## src/rtl/rv32i_inst_encoder.sv

```systemverilog
`default_nettype none
// ============================================================================
// Module   : rv32i_inst_encoder
// Function : Packs decoded RV32I fields (opcode, rd, rs1, rs2, funct3, funct7,
//            imm) into a 32-bit instruction word. Streaming valid/ready on
//            both sides, registered output stage plus a one-entry skid buffer.
//            Optional macro ENC_RANGE_CHECK_EN flags immediates that do not
//            fit the selected format (the truncated encoding is still output).
// Revision : 1.0 - initial release
// ============================================================================
module rv32i_inst_encoder #(
    parameter int CNT_W = 16
) (
    input  logic             clk,
    input  logic             rst,
    input  logic             in_valid,
    output logic             in_ready,
    input  logic [6:0]       opcode,
    input  logic [4:0]       rd,
    input  logic [4:0]       rs1,
    input  logic [4:0]       rs2,
    input  logic [2:0]       funct3,
    input  logic [6:0]       funct7,
    input  logic [31:0]      imm,
    output logic             out_valid,
    input  logic             out_ready,
    output logic [31:0]      inst,
    output logic             err,
    output logic [CNT_W-1:0] enc_count
);

    localparam logic [6:0] c_OP_R      = 7'b0110011;
    localparam logic [6:0] c_OP_LOAD   = 7'b0000011;
    localparam logic [6:0] c_OP_IMM    = 7'b0010011;
    localparam logic [6:0] c_OP_JALR   = 7'b1100111;
    localparam logic [6:0] c_OP_SYSTEM = 7'b1110011;
    localparam logic [6:0] c_OP_STORE  = 7'b0100011;
    localparam logic [6:0] c_OP_BRANCH = 7'b1100011;
    localparam logic [6:0] c_OP_LUI    = 7'b0110111;
    localparam logic [6:0] c_OP_AUIPC  = 7'b0010111;
    localparam logic [6:0] c_OP_JAL    = 7'b1101111;

    logic [31:0]      w_enc_inst;
    logic             w_opc_err;
    logic             w_enc_err;
    logic             w_is_shift;
    logic             w_in_xfer;
    logic             w_out_free;

    logic             r_out_valid;
    logic [31:0]      r_inst;
    logic             r_err;
    logic             r_skid_valid;
    logic [31:0]      r_skid_inst;
    logic             r_skid_err;
    logic [CNT_W-1:0] r_enc_count;

    // Shift-immediate instructions carry funct7 in the upper immediate bits.
    assign w_is_shift = (opcode == c_OP_IMM) && ((funct3 == 3'b001) || (funct3 == 3'b101));

    // Format selection and field packing; unknown opcodes encode as zero.
    always_comb begin
        w_enc_inst = 32'h0000_0000;
        w_opc_err  = 1'b0;
        case (opcode)
            c_OP_R: w_enc_inst = {funct7, rs2, rs1, funct3, rd, opcode};
            c_OP_LOAD, c_OP_IMM, c_OP_JALR, c_OP_SYSTEM: begin
                if (w_is_shift)
                    w_enc_inst = {funct7, imm[4:0], rs1, funct3, rd, opcode};
                else
                    w_enc_inst = {imm[11:0], rs1, funct3, rd, opcode};
            end
            c_OP_STORE:  w_enc_inst = {imm[11:5], rs2, rs1, funct3, imm[4:0], opcode};
            c_OP_BRANCH: w_enc_inst = {imm[12], imm[10:5], rs2, rs1, funct3,
                                       imm[4:1], imm[11], opcode};
            c_OP_LUI, c_OP_AUIPC: w_enc_inst = {imm[31:12], rd, opcode};
            c_OP_JAL:    w_enc_inst = {imm[20], imm[10:1], imm[11], imm[19:12], rd, opcode};
            default:     w_opc_err  = 1'b1;
        endcase
    end

`ifdef ENC_RANGE_CHECK_EN
    logic w_range_err;

    // Flags immediates that lose information when truncated into the format.
    always_comb begin
        w_range_err = 1'b0;
        case (opcode)
            c_OP_LOAD, c_OP_IMM, c_OP_JALR, c_OP_SYSTEM: begin
                if (w_is_shift)
                    w_range_err = |imm[31:5];
                else
                    w_range_err = (imm != {{20{imm[11]}}, imm[11:0]});
            end
            c_OP_STORE:  w_range_err = (imm != {{20{imm[11]}}, imm[11:0]});
            c_OP_BRANCH: w_range_err = (imm != {{19{imm[12]}}, imm[12:0]}) | imm[0];
            c_OP_JAL:    w_range_err = (imm != {{11{imm[20]}}, imm[20:0]}) | imm[0];
            c_OP_LUI, c_OP_AUIPC: w_range_err = |imm[11:0];
            default:     w_range_err = 1'b0;
        endcase
    end

    assign w_enc_err = w_opc_err | w_range_err;
`else
    assign w_enc_err = w_opc_err;
`endif

    // in_ready is a pure register output: the skid entry is free.
    assign in_ready   = ~r_skid_valid;
    assign w_in_xfer  = in_valid & ~r_skid_valid;
    // The output register can take a new entry when empty or draining now.
    assign w_out_free = ~r_out_valid | out_ready;

    // Output stage and skid entry; skid drains first to keep FIFO order.
    always_ff @(posedge clk) begin
        if (rst) begin
            r_out_valid  <= 1'b0;
            r_inst       <= 32'h0000_0000;
            r_err        <= 1'b0;
            r_skid_valid <= 1'b0;
            r_skid_inst  <= 32'h0000_0000;
            r_skid_err   <= 1'b0;
        end else if (w_out_free) begin
            if (r_skid_valid) begin
                // Skid full implies in_ready was low, so no new bundle here.
                r_out_valid  <= 1'b1;
                r_inst       <= r_skid_inst;
                r_err        <= r_skid_err;
                r_skid_valid <= 1'b0;
            end else if (w_in_xfer) begin
                r_out_valid  <= 1'b1;
                r_inst       <= w_enc_inst;
                r_err        <= w_enc_err;
            end else begin
                r_out_valid  <= 1'b0;
            end
        end else if (w_in_xfer) begin
            // Output stalled: park the new bundle in the skid entry.
            r_skid_valid <= 1'b1;
            r_skid_inst  <= w_enc_inst;
            r_skid_err   <= w_enc_err;
        end
    end

    // Counts completed output handshakes, wrapping naturally.
    always_ff @(posedge clk) begin
        if (rst)
            r_enc_count <= '0;
        else if (r_out_valid && out_ready)
            r_enc_count <= r_enc_count + CNT_W'(1);
    end

    assign out_valid = r_out_valid;
    assign inst      = r_inst;
    assign err       = r_err;
    assign enc_count = r_enc_count;

endmodule
`default_nettype wire

```

## config.mk

```make
export PLATFORM = sky130hd
export DESIGN_NAME = rv32i_inst_encoder
export DESIGN_NICKNAME = d
export VERILOG_FILES = /design/src/rtl/rv32i_inst_encoder.sv
export SDC_FILE = /design/constraint.sdc
export NUM_CORES = 1
export LEC_CHECK = 0
export ABC_AREA = 1
export CORE_MARGIN = 5
export CORE_UTILIZATION = 49
export CTS_BUF_LIST = sky130_fd_sc_hd__clkbuf_16
export CTS_CLUSTER_SIZE = 20
export DETAILED_ROUTE_END_ITERATION = 10
export PLACE_DENSITY = 0.92
export SYNTH_ARGS = -nofsm -noshare
export SYNTH_HDL_FRONTEND = slang
export SYNTH_SLANG_ARGS = --single-unit
```

## constraint.sdc

```tcl
create_clock -name clk -period 1.8 [get_ports clk]
set_input_delay 0.27 -clock clk [delete_from_list [all_inputs] [get_ports clk]]
set_output_delay 0.27 -clock clk [all_outputs]
set_load 0.005 [all_outputs]
```

==> summary.txt, run 1 <==
Min path
  • Worst hold path class: reg -> reg
  • Hold Crit Start: inst[18]

Yosys
  • Post-Synthesis Cell Area: 0.00442 mm^2
  • Post-synthesis sequential area ratio: 38.1%
  • Distinct cells, synth: 33
  • Post-Syn Nets: 733
  • Yosys reg bits: 84
  • Post-synthesis cell count: 664
  • Synth Area per Inst: 6.65 um^2
  • Syn. warnings: 0

Clock network
  • CTS clk-pin slew, worst paths: 70 ps
  • Worst-Skew Late Latency: 340 ps
  • H-tree depth: 3
  • CTS tree: built
  • Root Buffer: clkbuf_16
  • Clock sinks: 84
  • Post-cts hold buffer count: 0
  • Clock Tree Buf Depth: 2
  • Number of CTS-inserted buffers: 9

GRT
  • Gr usage total: 25.2%
  • Vias in the first global route: 5018
  • Pin count of the biggest net entering global routing: 54
  • Initial antenna violation count: 0
  • Global-route wire length before repair: 23300 um
  • Grt ovf: 0

Worst setup path
  • Cells along the critical path: clkdlybuf4s50_1 -> inv_1 -> nand2_2 -> nor2_8 -> nand2_1 -> nand2_2 -> inv_2 -> nand3_1 -> o21ai_0 -> a21oi_1
  • CP startpoint: opcode[3]
  • CP most frequent cell: nand2_2
  • Worst EP arrival: 1960 ps
  • CP max-delay cell: clkdlybuf4s50_1
  • Critical path endpoint category: flop
  • Worst R2R Start: enc_count[0]
  • Largest stage delay on the critical path: 520 ps
  • CP Launch Type: input pin
  • CP Max Fanout: 7
  • CP Class: in -> reg
  • Worst path required time: 2000 ps

STA
  • Final Hold Fails: 0
  • Slew Limit Fails: 0
  • RSZ-0062 raised after global routing: true
  • Final setup fails: 0
  • Hold Worst Slack: 465 ps
  • Min Tclk post-route: 1760 ps
  • Worst slew pin tran: 321 ps
  • Fin crit share: 98.0%
  • FMAX: 567 MHz
  • Relative slew slack: 78.4%
  • Fin Clk Skew: 10.8 ps

Finish
  • Area grow syn2layout: 44.4%
  • Footprint of the multi-input gates: 0.00242 mm^2
  • N_diodes: 0
  • Area occupied by registers: 0.00168 mm^2
  • Final layout net count: 875
  • Final Util: 72.8%
  • Fill cells: 657
  • Ratio of cells with drive above 1 in the final layout: 12.8%

Route
  • Post-route DRC: 0
  • Post-route ant nets: 0
  • Vias: 5218
  • Detailed Route WL: 14500 um
  • 1st-iter DRT viols: 485
  • Detailed Routing Iterations Pass 1: 6
  • Post-DR vias/cell: 5.68
  • Routed len/inst: 15.8 um

Floorplanning
  • DIE WIDTH: 105 um
  • Initial core utilization: 50.4%
  • FP Rows: 34
  • Die footprint: 0.0110 mm^2
  • IO Pins: 119
  • Die boundary height: 105 um
  • Core Area: 0.00876 mm^2

Placement
  • Port Buffers: 118
  • Final GP Congestion: 0.903
  • DP Wirelength: 10300 um

Status
  • Status: complete, no violations

Power
  • Peak supply drop: 0.437 mV
  • Pleak: 2.93 nW
  • Power Density: 725 mW/mm^2

Run
  • Max_cap viols: 0
## cell usage after synthesis
| library cell | number | area (um^2) |
|---|---|---|
| nor2_1 | 88 | 330 |
| nand4_1 | 4 | 25.0 |
| nand2_1 | 161 | 604 |
| inv_4 | 2 | 12.5 |
| a211oi_1 | 1 | 7.51 |
| clkbuf_1 | 18 | 67.6 |
| nor3_1 | 4 | 20.0 |
| buf_2 | 7 | 35.0 |
| o21a_1 | 2 | 15.0 |
| a21boi_1 | 4 | 30.0 |
| a21oi_1 | 66 | 330 |
| nor3_4 | 1 | 16.3 |
| nand2_2 | 8 | 50.1 |
| nor2_4 | 3 | 33.8 |
| inv_1 | 58 | 218 |
| nand3_1 | 59 | 295 |
| nor2_8 | 2 | 40.0 |
| buf_6 | 1 | 11.3 |
| ha_1 | 1 | 12.5 |
| inv_2 | 5 | 18.8 |
| buf_1 | 2 | 7.51 |
| a31oi_1 | 7 | 43.8 |
| nand3_2 | 4 | 40.0 |
| nor4_2 | 1 | 12.5 |
| o211ai_1 | 23 | 173 |
| buf_4 | 2 | 15.0 |
| o21ai_0 | 34 | 170 |
| nand2_4 | 3 | 33.8 |
| a41oi_1 | 1 | 8.76 |
| nor2_2 | 4 | 25.0 |
| o21ai_1 | 1 | 5.00 |
| xor2_1 | 3 | 26.3 |
| dfxtp_1 | 84 | 1680 |
## layout by cell type (no fill, tap or decap), types with 5 or more instances in the layout
cell type        count
inv_1               59
a31oi_1              7
nand2_1            159
nand3_1             58
dfxtp_1             84
buf_12               5
buf_4               38
inv_2                5
nor2_2              10
o21ai_1              5
nor2_1              81
clkdlybuf4s50_1    118
clkbuf_16            9
a21oi_1             66
nand2_2              9
o21ai_0             29
o211ai_1            23
## final cells by class
cell class	instances	area share [%]
multi-input cells	485	38.0
flip-flops and latches	84	26.4
repair buffers	161	24.6
inverters	65	3.91
clock buffers	9	3.53
well taps	108	2.12
clock inverters	7	1.53
## layer usage
metal / global-route usage [%] / wire length (um) / vias up / part of all wire [%]
met5: 0 / 0 / - / 0
met4: 11.7 / 593 / 0 / 4.1
met3: 4.62 / 1190 / 58 / 8.2
met2: 43.6 / 7080 / 311 / 49
met1: 30.1 / 5660 / 2389 / 39
li1: - / - / 2460 / -
## worst paths after layout
check	cells after the start	end	slack, ps
min reg2reg	2	inst[18]	470
max reg2reg	10	enc_count[14]	140
max	10	inst[1]	40
min	2	inst[18]	470
## metrics by stage
step / setup TNS, ps / instances / setup WS (ps) / cell area, um^2 / power, mW
after global routing: -38.6 / 919 / -23.4 / 6380 / 4.77
after detailed placement: -12760 / 903 / -363 / 5980 / 2.63
after global placement: -7240 / 903 / -193 / 5980 / 2.61
after CTS: 0 / 919 / 16.8 / 6310 / 4.61
final: 0 / 919 / 35.6 / 6380 / 4.62
after floorplan: 0 / 664 / 296 / 4420 / 2.27
## power by group
part	switching [mW]	internal (mW)
clock network	0.787	1.22
logic	0.320	0.327
registers	0.0393	1.93
## registers in the layout, indices dropped and copies added (netlist names)
signal	flops
out_valid	1
r_skid_valid	1
err	1
enc_count	16
r_skid_inst	32
inst	32
r_skid_err	1
## worst max-delay path: cells and delay by family
kind                   cells  cell delay [ps]
AND/OR/NAND/NOR            5              550
buffers and inverters      3              700
AO/OA/AOI/OAI              2              440
## what timing repair did
item,4_1_cts,5_1_grt
resized for setup,2,21
pin swaps,0,0
setup endpoints to repair,2,27
buffers inserted,0,0
## kinds of logic after synthesis
logic type | synth area share, %
flip-flops | 38.1
AO/OA/AOI/OAI | 17.7
AND/OR/NAND/NOR | 34.6
adder cells (fa/ha/maj) | 0.283
XOR/XNOR | 0.595
buffers and inverters | 8.73
(Power assumes the default switching activity.)
==> inputs of run 2 (changes only) <==
CAP_MARGIN = 5   (was unset)
==> results of run 2 <==
Final layout, timing and power as in run 1 (identical DEF).
==> inputs of run 3 (changes only) <==
CTS_CLUSTER_DIAMETER = 30   (was unset)
==> results of run 3 <==
Final layout, timing and power as in run 1 (identical DEF).
